## src/rtl/disp_pkg.sv

```systemverilog
// Shared types and constants for the hex-display arbiter: state encoding,
// requester count/index width and payload width.
package disp_pkg;

    localparam int unsigned N_REQ  = 4;
    localparam int unsigned IDX_W  = $clog2(N_REQ);
    localparam int unsigned DATA_W = 16;

    typedef enum logic [0:0] {
        ST_IDLE = 1'b0,
        ST_HOLD = 1'b1
    } state_t;

    typedef logic [IDX_W-1:0] req_idx_t;

    // Index of the set bit in a one-hot vector; 0 when the vector is empty.
    function automatic req_idx_t onehot_to_idx(input logic [N_REQ-1:0] oh);
        req_idx_t idx;
        idx = '0;
        for (int k = 0; k < int'(N_REQ); k++) begin
            if (oh[k]) idx = req_idx_t'(k);
        end
        return idx;
    endfunction

endpackage

```

## src/rtl/disp_arbiter_if.sv

```systemverilog
// Requester-side and display-side signals of the display arbiter.
interface disp_arbiter_if;
    import disp_pkg::*;

    logic [N_REQ-1:0]        i_req_valid;
    logic [N_REQ*DATA_W-1:0] i_req_data;
    logic [N_REQ-1:0]        o_req_ready;
    logic [DATA_W-1:0]       o_disp_data;
    req_idx_t                o_owner;
    logic                    o_busy;

    modport slave (
        input  i_req_valid,
        input  i_req_data,
        output o_req_ready,
        output o_disp_data,
        output o_owner,
        output o_busy
    );

    modport master (
        output i_req_valid,
        output i_req_data,
        input  o_req_ready,
        input  o_disp_data,
        input  o_owner,
        input  o_busy
    );

endinterface

```

## src/rtl/rr_arbiter4.sv

```systemverilog
// Combinational 4-way round-robin pick; priority starts just after the last grant.
module rr_arbiter4
    import disp_pkg::*;
(
    input  logic [3:0] req,
    input  req_idx_t   last,
    output logic [3:0] gnt
);

    req_idx_t cand;

    // Walk from lowest to highest priority so the nearest requester wins.
    always_comb begin
        gnt  = '0;
        cand = '0;
        for (int i = 4; i >= 1; i--) begin
            cand = req_idx_t'(int'(last) + i);
            if (req[cand]) gnt = 4'(4'b0001 << cand);
        end
    end

endmodule

```

## src/rtl/disp_arbiter.sv

```systemverilog
// Shares one 4-digit hex display among four requesters; each accepted value
// is held on the display for HOLD_CYCLES cycles before the next grant.
module disp_arbiter #(
    parameter int unsigned N_REQ       = 4,
    parameter int unsigned HOLD_CYCLES = 50000
) (
    input logic           clk,
    input logic           rst,
    disp_arbiter_if.slave bus
);
    import disp_pkg::*;

    localparam int unsigned CNT_W = $clog2(HOLD_CYCLES + 1);

    state_t             state_q, state_d;
    logic [CNT_W-1:0]   cnt_q, cnt_d;
    logic [DATA_W-1:0]  disp_q, disp_d;
    req_idx_t           owner_q, owner_d;
    req_idx_t           last_q, last_d;
    logic               busy_q, busy_d;
    logic [N_REQ-1:0]   gnt_c;
    logic [N_REQ-1:0]   ready_c;

    rr_arbiter4 u_rr (
        .req  (bus.i_req_valid),
        .last (last_q),
        .gnt  (gnt_c)
    );

    always_comb begin
        state_d = state_q;
        cnt_d   = cnt_q;
        disp_d  = disp_q;
        owner_d = owner_q;
        last_d  = last_q;
        busy_d  = busy_q;
        ready_c = '0;
        case (state_q)
            ST_IDLE: begin
                // Ready is offered only in IDLE and never while reset is held.
                ready_c = rst ? '0 : gnt_c;
                if (|ready_c) begin
                    state_d = ST_HOLD;
                    cnt_d   = CNT_W'(HOLD_CYCLES - 1);
                    busy_d  = 1'b1;
                    owner_d = onehot_to_idx(ready_c);
                    last_d  = onehot_to_idx(ready_c);
                    for (int k = 0; k < int'(N_REQ); k++) begin
                        if (ready_c[k]) disp_d = bus.i_req_data[k*DATA_W +: DATA_W];
                    end
                end
            end
            ST_HOLD: begin
                if (cnt_q == '0) begin
                    state_d = ST_IDLE;
                    busy_d  = 1'b0;
                end else begin
                    cnt_d = cnt_q - CNT_W'(1);
                end
            end
            default: begin
                state_d = ST_IDLE;
                busy_d  = 1'b0;
            end
        endcase
    end

    // last_q resets to 3 so requester 0 has first priority.
    always_ff @(posedge clk or posedge rst) begin
        if (rst) begin
            state_q <= ST_IDLE;
            cnt_q   <= '0;
            disp_q  <= '0;
            owner_q <= '0;
            last_q  <= req_idx_t'(N_REQ - 1);
            busy_q  <= 1'b0;
        end else begin
            state_q <= state_d;
            cnt_q   <= cnt_d;
            disp_q  <= disp_d;
            owner_q <= owner_d;
            last_q  <= last_d;
            busy_q  <= busy_d;
        end
    end

    assign bus.o_req_ready = ready_c;
    assign bus.o_disp_data = disp_q;
    assign bus.o_owner     = owner_q;
    assign bus.o_busy      = busy_q;

endmodule

```

## src/flat_wrapper.sv

```systemverilog
// flat-port wrapper written by rule: the top's interface ports become plain ports
module disp_arbiter_flat import disp_pkg::*;
#(
    parameter int unsigned N_REQ       = 4,
    parameter int unsigned HOLD_CYCLES = 50000
)
  (clk, rst, bus_i_req_valid, bus_i_req_data, bus_o_req_ready, bus_o_disp_data, bus_o_owner, bus_o_busy);
  disp_arbiter_if bus_i ();
  input logic clk;
  input logic rst;
  input wire logic [$bits(bus_i.i_req_valid)-1:0] bus_i_req_valid;
  input wire logic [$bits(bus_i.i_req_data)-1:0] bus_i_req_data;
  output wire logic [$bits(bus_i.o_req_ready)-1:0] bus_o_req_ready;
  output wire logic [$bits(bus_i.o_disp_data)-1:0] bus_o_disp_data;
  output wire logic [$bits(bus_i.o_owner)-1:0] bus_o_owner;
  output wire logic [$bits(bus_i.o_busy)-1:0] bus_o_busy;
  assign bus_i.i_req_valid = bus_i_req_valid;
  assign bus_i.i_req_data = bus_i_req_data;
  assign bus_o_req_ready = bus_i.o_req_ready;
  assign bus_o_disp_data = bus_i.o_disp_data;
  assign bus_o_owner = bus_i.o_owner;
  assign bus_o_busy = bus_i.o_busy;
  disp_arbiter #(.N_REQ(N_REQ), .HOLD_CYCLES(HOLD_CYCLES)) u_core (.clk(clk), .rst(rst), .bus(bus_i));
endmodule
```

## config.mk

```make
export PLATFORM = sky130hd
export DESIGN_NAME = disp_arbiter_flat
export DESIGN_NICKNAME = d
export VERILOG_FILES = /design/src/rtl/disp_pkg.sv /design/src/rtl/disp_arbiter_if.sv /design/src/rtl/rr_arbiter4.sv /design/src/rtl/disp_arbiter.sv /design/src/flat_wrapper.sv
export SDC_FILE = /design/constraint.sdc
export NUM_CORES = 1
export LEC_CHECK = 0
export ABC_AREA = 1
export BUFFER_PORTS_ARGS = -buffer_cell sky130_fd_sc_hd__buf_2
export CORE_MARGIN = 1
export CORE_UTILIZATION = 40
export DETAILED_ROUTE_END_ITERATION = 10
export PLACE_DENSITY = 0.65
export SYNTH_ARGS = -nofsm -noshare
export SYNTH_HDL_FRONTEND = slang
export SYNTH_SLANG_ARGS = --single-unit
```

## constraint.sdc

```tcl
create_clock -name clk -period 3.9 [get_ports clk]
set_input_delay 0.975 -clock clk [delete_from_list [all_inputs] [get_ports clk]]
set_output_delay 0.975 -clock clk [all_outputs]
set_load 0.01 [all_outputs]
```

==> results of run 1 <==
[where the power goes]
part           leakage [nW]  internal (mW)  switching [mW]
Combinational          1.70          0.734            1.44
Sequential            0.456          0.564           0.151
Clock                0.0472          0.142           0.156
[Yosys cell counts]
cell type,n
nand3_1,90
nand3_2,7
nand2_2,6
nor2_4,2
xnor2_1,5
clkinv_1,1
o311ai_0,1
or2_2,3
o21ai_1,3
inv_2,7
buf_4,3
buf_6,3
dfrtp_1,36
clkbuf_1,8
nor3_1,2
nand2_4,6
dfstp_2,2
o21ai_0,3
nand4_1,1
ha_1,8
inv_1,37
nor2_1,77
o41ai_2,1
buf_2,4
o21ai_4,1
xor2_1,2
nand3b_1,2
nor4_1,2
nand2_1,177
[through the flow]
stage                     power (mW)  cells  cell area (sq um)
after floorplan                 2.40    500               3130
after global placement          2.88    677               3660
after detailed placement        2.89    677               3660
after CTS                       3.20    685               3750
after global routing            3.54    685               3750
final                           3.18    685               3750
[state kept, by name (all words and copies together) (netlist names)]
name                    cells
u_core.bus.o_disp_data     16
u_core.cnt_q               16
u_core.bus.o_owner          2
u_core.last_q               2
u_core.bus.o_busy           1
u_core.state_q              1
[routing by layer]
layer,routed length (um),share of wire [%],vias up
met5,0,0,-
met4,164,1.9,0
met3,516,6.1,19
met2,3870,46,115
met1,3870,46,1478
li1,-,-,1734
[cells in the final DEF (no fill, tap or decap), drive strengths merged]
| master | instances |
|---|---|
| nand4 | 1 |
| nand3b | 2 |
| nand2 | 189 |
| o41ai | 1 |
| clkinv | 2 |
| nand3 | 97 |
| o311ai | 1 |
| dfrtp | 36 |
| o21ai | 7 |
| or2 | 3 |
| buf | 96 |
| nor2 | 79 |
| dfstp | 2 |
| clkbuf | 6 |
| xnor2 | 5 |
| clkinvlp | 1 |
| inv | 44 |
| xor2 | 2 |
| nor4 | 2 |
| ha | 8 |
| nor3 | 2 |
[cell type report]
cell class                      instances  area, sq um  share of cell area, %
Multi-Input combinational cell        399         1910                   50.9
Sequential cell                        38          953                   25.4
Timing Repair Buffer                   96          503                   13.4
Inverter                               45          169                   4.50
Tap cell                               99          124                   3.30
Clock buffer                            6         82.6                   2.20
Clock inverter                          2         12.5                  0.333
[cells by family (layout without fill, tap and decap cells)]
family	after synthesis	in the layout	synth area share [%]
DFF	38	38	30.5
and+or+nand+nor	375	375	53.2
xor gates and xnor gates	7	7	1.96
adders and majority gates	8	8	3.20
AOI/OAI and AO/OA	9	9	2.28
buffers and inverters	63	149	8.81
[final timing paths]
check,startpoint,endpoint,slack (ps),depth (start not counted)
hold / removal,u_core.bus.o_owner[1]$_DFFE_PP0P_,u_core.bus.o_owner[1]$_DFFE_PP0P_,470,2
hold reg to reg,u_core.bus.o_owner[1]$_DFFE_PP0P_,u_core.bus.o_owner[1]$_DFFE_PP0P_,470,2
setup reg to reg,u_core.last_q[0]$_DFFE_PP1P_,u_core.last_q[0]$_DFFE_PP1P_,870,13
setup / recovery,u_core.last_q[0]$_DFFE_PP1P_,bus_o_req_ready[1],350,10
max in group asynchronous,rst,u_core.last_q[0]$_DFFE_PP1P_,2640,3
min in group asynchronous,rst,u_core.cnt_q[11]$_DFFE_PP0P_,910,3
[worst register-to-register path, cell delays in order, from the launching register on]
cell and delay, ps:
dfstp_2 620, inv_2 120, ha_1 350, inv_1 100, nand3_1 120, nand2_2 150, o21ai_1 90, inv_2 260
nand2_4 220, nand2_4 150, nor2_4 50, nor2_4 370, nand2_1 210, o21ai_0 140
==> impl_results.md, run 1 <==
- Clk_lat worst skew: 290 ps
- Post-Route WL: 8420 um
- DR pass1 iterations: 5
- Die Span Y: 90.4 um
- Core area: 7410 sq um
- Crit path capture type: primary output
- Status: completed
- Fin crit share: 91.1%
- TritonCTS Buffers: 5
- Mapped Nets: 578
- Layout fillers: 784
- Crit path top cell by count: inv_2
- Pin count of the biggest net entering global routing: 39
- Arrival time at the worst endpoint: 2580 ps
- Number of I/O pins: 93
- Slew HR: 33.4%
- Worst vdd rail ir drop: 0.403 mV
- Global route total overflow: 0
- Worst path bufs/invs: 4
- Netlist cell types: 29
- Hold Vio Cnt, Final: 0
- Yosys Warn Count: 0
- Inserted Diodes: 0
- H-tree Lvls: 2
- Clock transition at path regs: 80 ps
- Delay-heaviest family, CP: flip-flops
- DP HPWL: 6230 um
- Starting Density: 42.2%
- GRT Total Usage: 22.1%
- ANT nets after route: 0
- CP cell instances: inv_2, ha_1, inv_1, nand3_1, nand2_2, o21ai_1, inv_2, nand2_4, nor2_1, buf_2
- CP max stage delay: 620 ps
- Nets: 663
- Max Root-Sink Buffers: 2
- Final GP Congestion: 0.803
- Area leader, netlist: dfrtp_1
- Critical Path Start Type: flip-flop
- DRT iter0 DRCs: 169
- Drt wl/cell: 12.3 um
- Critical Path Fanout Max: 18
- Fin Setup TNS: 0 ps
- Slack of the critical path: 347 ps
- Syn_area_per_cell: 6.25 sq um
- Core Util, Final: 50.7%
- Post-cts hold buffer count: 0
- Number of antenna violations at the first check in global routing: 0
- Seq cells post-synth: 38
- Post-CTS setup buffers: 0
- Hold Crit Class: reg2reg
- Fmax: 281 MHz
- Worst Skew: 4.65 ps
- Via density: 4.88
- First-pass GRT wire length: 14800 um
- Port Buffer Count: 92
- Vias in the first global route: 3187
- Yosys top cell area share: 28.8%
- P_leak: 2.21 nW
- Rows: 31
- Synth Cell Area: 3130 sq um
- Worst slew pin tran: 995 ps
- Area delta synth->final: 20.1%
- Slew Viols, Final: 0
- Met3 Use GR: 4.80%
- Die Width: 90.4 um
- Grt met2 use: 37.5%
- GRT busiest layer: met2
- Critical Path RT: 2920 ps
- Top cells by area, synth: dfrtp_1 (29%), nand2_1 (21%), nand3_1 (14%)
- CTS tree: done
- Setup repair after global routing missed its margin: no
- GR Util met1: 28.0%
- Cells after Synth: 500
- PD cells: 849 nW/um^2
- Min Tclk post-route: 3550 ps
- Root buf cell: clkbuf_8
- Post-synthesis sequential area ratio: 30.5%
- Die ar.: 8170 sq um
- # resized after CTS: 0
- # clock sinks: 38
- Number of remaining DRC errors: 0
- Crit path kind: reg2out
- Worst slack at placement: 640 ps
- DR vias: 3346
- Max-cap violations: 0
- Final hold slack: 472 ps
- CP max-delay cell: dfstp_2
- Share of cells above drive strength 1: 23.7%
- Setup Viol. Count Final: 0
Note: power is estimated with default switching activity, not from simulation.
==> run 2: changes to the inputs <==
- CTS_BUF_LIST: not set -> sky130_fd_sc_hd__clkbuf_8 sky130_fd_sc_hd__clkbuf_16
- GPL_TIMING_DRIVEN: not set -> 0
==> run 2 against run 1 <==
Global-route usage hardly changed. Total power is 1.3% higher. Largest power group unchanged. Largest cell class unchanged. Clock power hardly changed. Worst hold slack better by 11 ps. Count of clock-buffer cells in the layout stayed put. Clock skew is 7.1 ps higher. Final cell count is 1.9% higher. Worst setup slack worse by 74 ps. Via count is 3.4% higher. Highest routed layer unchanged. Cell area is 1.3% higher.
==> impl_results.md, run 2 (synthesis results as in run 1) <==
- Status: completed
- Inserted Diodes: 0
- Worst Hold End: u_core.bus.o_busy$_DFFE_PP0P_
- TritonCTS Buffers: 5
- # resized after CTS: 0
- Die Width: 90.4 um
- Core area: 7410 sq um
- Share of cells above drive strength 1: 24.2%
- Most frequent cells in the layout: nand2_1 (177), buf_2 (95), nand3_1 (90), nor2_1 (77)
- Worst flop-to-flop path endpoint: u_core.cnt_q[13]$_DFFE_PP0P_
- GRT Total Usage: 22.1%
- Hold Crit Class: reg2reg
- CP max stage delay: 610 ps
- Final hold slack: 483 ps
- Fmax: 276 MHz
- CP cell instances: inv_1, ha_1, inv_1, nand3_2, nand2_1, nand2_1, nand3_2, nand2_4, nand2_4, buf_2, nor2_1, buf_2
- Hold Crit Depth: 2
- Core Util, Final: 51.3%
- Arrival time at the worst endpoint: 2650 ps
- DP HPWL: 6370 um
- Clk_lat worst skew: 300 ps
- # clock sinks: 38
- PD cells: 848 nW/um^2
- P_leak: 2.21 nW
- Root buf cell: clkbuf_8
- Number of remaining DRC errors: 0
- Final GP Congestion: 0.895
- Total power: 3.22 mW
- CTS tree: done
- Crit path capture type: primary output
- Slew HR: 38.6%
- Number of antenna violations at the first check in global routing: 0
- Die ar.: 8170 sq um
- Worst slew pin tran: 911 ps
- H-tree Lvls: 2
- Post-CTS setup buffers: 0
- Min Tclk post-route: 3630 ps
- Fin crit share: 93.0%
- Reg2reg setup slack: 1150 ps
- Worst vdd rail ir drop: 0.567 mV
- Area delta synth->final: 21.7%
- Setup Viol. Count Final: 0
- Rows: 31
- Highest routed layer: met4
- WL met1: 3960 um
- Crit path kind: reg2out
- Hold_sp: u_core.bus.o_busy$_DFFE_PP0P_
- Worst path bufs/invs: 4
- Drt wl/cell: 12.2 um
- Most common cell after layout, fill and taps aside: nand2_1
- Post-Route WL: 8530 um
- Die Span Y: 90.4 um
- Setup repair after global routing missed its margin: no
- Post-cts hold buffer count: 0
- Critical Path Fanout Max: 10
- Delay-heaviest family, CP: simple AND/OR/NAND/NOR gates
- FF-to-FF Start: u_core.last_q[1]$_DFFE_PP1P_
- Via density: 4.96
- Global route total overflow: 0
- Slack of the critical path: 273 ps
- Nets: 676
- Critical Path Start Type: flip-flop
- Slew Viols, Final: 0
- Starting Density: 42.2%
- Port Buffer Count: 92
- Critical Path RT: 2920 ps
- Pin count of the biggest net entering global routing: 43
- Worst slack at placement: 157 ps
- Worst R2R Path Depth: 15
- Met2 Routed Length: 3970 um
- Vias in the first global route: 3316
- Max-cap violations: 0
- Number of I/O pins: 93
- First-pass GRT wire length: 15000 um
- Worst Skew: 11.8 ps
- ANT nets after route: 0
- DRT iter0 DRCs: 171
- CP max-delay cell: dfstp_2
- Hold Vio Cnt, Final: 0
- DR pass1 iterations: 6
- Met3 wire length: 491 um
- Clock transition at path regs: 80 ps
- Max Root-Sink Buffers: 2
- DR vias: 3459
==> run 2: cell count changes in the layout (fill, tap and decap cells not counted), sizes merged <==
cell / delta
buf: +5
clkbuf: +8
==> run 2: stage by stage <==
stage / instances / setup TNS (ps) / area, sq um
after floorplan: 500 / 0 / 3130
after CTS: 699 / 0 / 3800
after global placement: 691 / -931 / 3710
after detailed placement: 691 / 0 / 3710
after global routing: 698 / 0 / 3800
final: 698 / 0 / 3800
==> run 2: how the worst max path moves through the flow <==
stage,cells past startpoint,end,start
finish,12,bus_o_req_ready[1],u_core.last_q[1]$_DFFE_PP1P_
global route,12,bus_o_req_ready[1],u_core.last_q[1]$_DFFE_PP1P_
CTS,8,bus_o_req_ready[1],rst
detailed placement,8,bus_o_req_ready[1],rst
global placement,8,bus_o_req_ready[1],rst
floorplan,6,bus_o_req_ready[1],rst
==> run 2: report_power, final <==
group	leakage (nW)	switching, mW	internal, mW	total (mW)
clock	0.0472	0.155	0.142	0.297
combinational	1.70	1.46	0.765	2.23
sequential	0.456	0.138	0.564	0.702
total	2.21	1.75	1.47	3.22
==> run 2: tightest hold or removal path, delay by kind of cell, from the launching register on <==
family,cells,cell delay [ps]
DFF,1,350
and+or+nand+nor,2,100
==> run 2: cell type report <==
type	count	area, sq um
fillers	742	3610
multi-input cells	399	1900
repair buffers	92	460
well taps	99	124
clock inverters	2	12.5
inverters	45	171
plain buffers	17	101
flip-flops and latches	38	953
clock buffers	6	82.6
==> run 2: layer usage <==
metal	global-route usage, %	up-vias
met2	37.9	109
met4	5.38	0
li1	-	1765
met1	28.3	1571
met5	0	-
met3	4.71	14
==> run 3: changes to the inputs <==
- BUFFER_PORTS_ARGS: -buffer_cell sky130_fd_sc_hd__buf_2 -> -buffer_cell sky130_fd_sc_hd__clkbuf_2
- SETUP_SLACK_MARGIN: not set -> 0.5
==> run 3 against run 2 <==
First-iteration DRC count increased by 4.1%. Via count is 1.6% higher. Sequential power decreased by 1%. Count of clock-buffer cells in the layout shrank 1. Critical endpoint is now bus_o_req_ready[3].
==> impl_results.md, run 3 (synthesis results as in run 1) <==
- # clock sinks: 38
- Root buf cell: clkbuf_8
- TritonCTS Buffers: 5
- Core Util, Final: 53.2%
- P_leak: 2.27 nW
- Reg2reg setup slack: 1390 ps
- DP HPWL: 6330 um
- Post-Route WL: 8800 um
- Layout fillers: 754
- Worst Skew: 10.3 ps
- Number of I/O pins: 93
- Most common cell after layout, fill and taps aside: nand2_1
- Vias in the first global route: 3286
- Global route total overflow: 0
- Worst path bufs/invs: 5
- Hold Vio Cnt, Final: 0
- Crit path capture type: primary output
- Port Buffer Count: 92
- Core area: 7410 sq um
- Drt wl/cell: 12.4 um
- First-pass GRT wire length: 15400 um
- Arrival time at the worst endpoint: 2250 ps
- Critical Path Fanout Max: 10
- Die ar.: 8170 sq um
- Fmax: 310 MHz
- Most frequent cells in the layout: nand2_1 (176), clkbuf_2 (92), nand3_1 (89), nor2_1 (77), dfrtp_1 (36)
- Fin crit share: 82.7%
- H-tree Lvls: 2
- Area delta synth->final: 26.1%
- Worst Hold End: u_core.bus.o_disp_data[2]$_DFFE_PP0P_
- Min Tclk post-route: 3220 ps
- CTS tree: done
- Clk_lat worst skew: 300 ps
- Clock transition at path regs: 80 ps
- CP max stage delay: 570 ps
- Slew Viols, Final: 0
- CP cell instances: inv_4, ha_4, inv_2, nand3_4, nand2_2, nand2_1, nand3_1, nand2_1, nand2_2, buf_8, buf_6, nor2_1, clkbuf_2
- Final GP Congestion: 0.947
- Delay-heaviest family, CP: flip-flops
- Status: completed
- Max Root-Sink Buffers: 2
- Fin Setup TNS: 0 ps
- Starting Density: 42.2%
- Setup Viol. Count Final: 0
- Worst vdd rail ir drop: 0.596 mV
- Inserted Diodes: 0
- FF-to-FF Start: u_core.last_q[0]$_DFFE_PP1P_
- Die Width: 90.4 um
- Nets: 687
- DR vias: 3513
- Critical Path Start Type: flip-flop
- CP max-delay cell: dfstp_2
- Worst R2R Path Depth: 15
- Slew HR: 32.1%
- Crit path kind: reg2out
- Pin count of the biggest net entering global routing: 22
- Setup repair after global routing missed its margin: no
- Max-cap violations: 0
- Hold Crit Depth: 2
- Rows: 31
- Critical Path RT: 2920 ps
- Share of cells above drive strength 1: 26.2%
- Die Span Y: 90.4 um
- DRT iter0 DRCs: 178
- Hold Crit Class: reg2reg
- Number of remaining DRC errors: 0
- Worst flop-to-flop path endpoint: u_core.cnt_q[15]$_DFFE_PP0P_
- Via density: 4.95
- DR pass1 iterations: 4
- ANT nets after route: 0
- Hold_sp: u_core.bus.o_disp_data[2]$_DFFE_PP0P_
- Worst slew pin tran: 1010 ps
- GRT Total Usage: 22.9%
- PD cells: 877 nW/um^2
- Number of antenna violations at the first check in global routing: 0
[run 3: tightest hold or removal path, cell delays in order (launching register included)]
cell and delay (ps):
dfrtp_1 350, nand2_1 60, nand2_1 50
[run 3: how the worst max path moves through the flow]
stage | startpoint | to | slack [ps] | cells after the start
4_1_cts | u_core.last_q[0]$_DFFE_PP1P_ | bus_o_req_ready[3] | 570 | 13
3_3_place_gp | rst | bus_o_req_ready[1] | -80 | 8
5_1_grt | u_core.last_q[0]$_DFFE_PP1P_ | bus_o_req_ready[3] | 520 | 13
6_report | u_core.last_q[0]$_DFFE_PP1P_ | bus_o_req_ready[3] | 680 | 13
2_1_floorplan | rst | bus_o_req_ready[1] | 620 | 6
3_5_place_dp | rst | bus_o_req_ready[1] | -130 | 8
[run 3: timing repair]
item                                   4_1_cts  5_1_grt
setup endpoints to repair                    4        2
cloned                                       2        0
buffers inserted                             4        4
pin swaps                                    1        2
endpoints found under the hold margin        0        0
resized for setup                            7        5
hold buffers                                 0        0
[run 3: cell type report]
class / count / area [sq um] / share of cell area, %
clock inverter: 3 / 41.3 / 1.05
clock buffer: 5 / 68.8 / 1.75
tap: 99 / 124 / 3.14
timing repair buffer: 100 / 520 / 13.2
timing repair inverter: 2 / 10.0 / 0.254
inverter: 45 / 175 / 4.45
multi-input combinational: 399 / 1920 / 48.8
buffer: 18 / 123 / 3.11
sequential: 38 / 953 / 24.2
[run 3: routing by layer]
layer | global-route usage (%) | share of wire, % | vias to the layer above
met5 | 0 | 0 | -
met3 | 4.55 | 6.0 | 10
li1 | - | - | 1789
met2 | 37.7 | 47 | 119
met4 | 5.65 | 1.1 | 0
met1 | 31.0 | 46 | 1595
[run 3: where the power goes]
part	total [mW]	internal [mW]	switching, mW	leakage, nW
clock network	0.338	0.188	0.149	0.0556
logic	2.42	0.894	1.53	1.76
registers	0.693	0.564	0.129	0.456
total	3.45	1.65	1.81	2.27
[run 3: stage by stage]
stage | power, mW | instance area (sq um) | worst slack [ps] | instances | hold slack (ps)
after global placement | 2.91 | 3710 | -77.1 | 691 | 464
after CTS | 3.38 | 3890 | 571 | 705 | 490
after floorplan | 2.40 | 3130 | 620 | 500 | 490
after detailed placement | 2.95 | 3710 | -126 | 691 | 468
after global routing | 3.84 | 3940 | 520 | 709 | 507
final | 3.45 | 3940 | 676 | 709 | 485
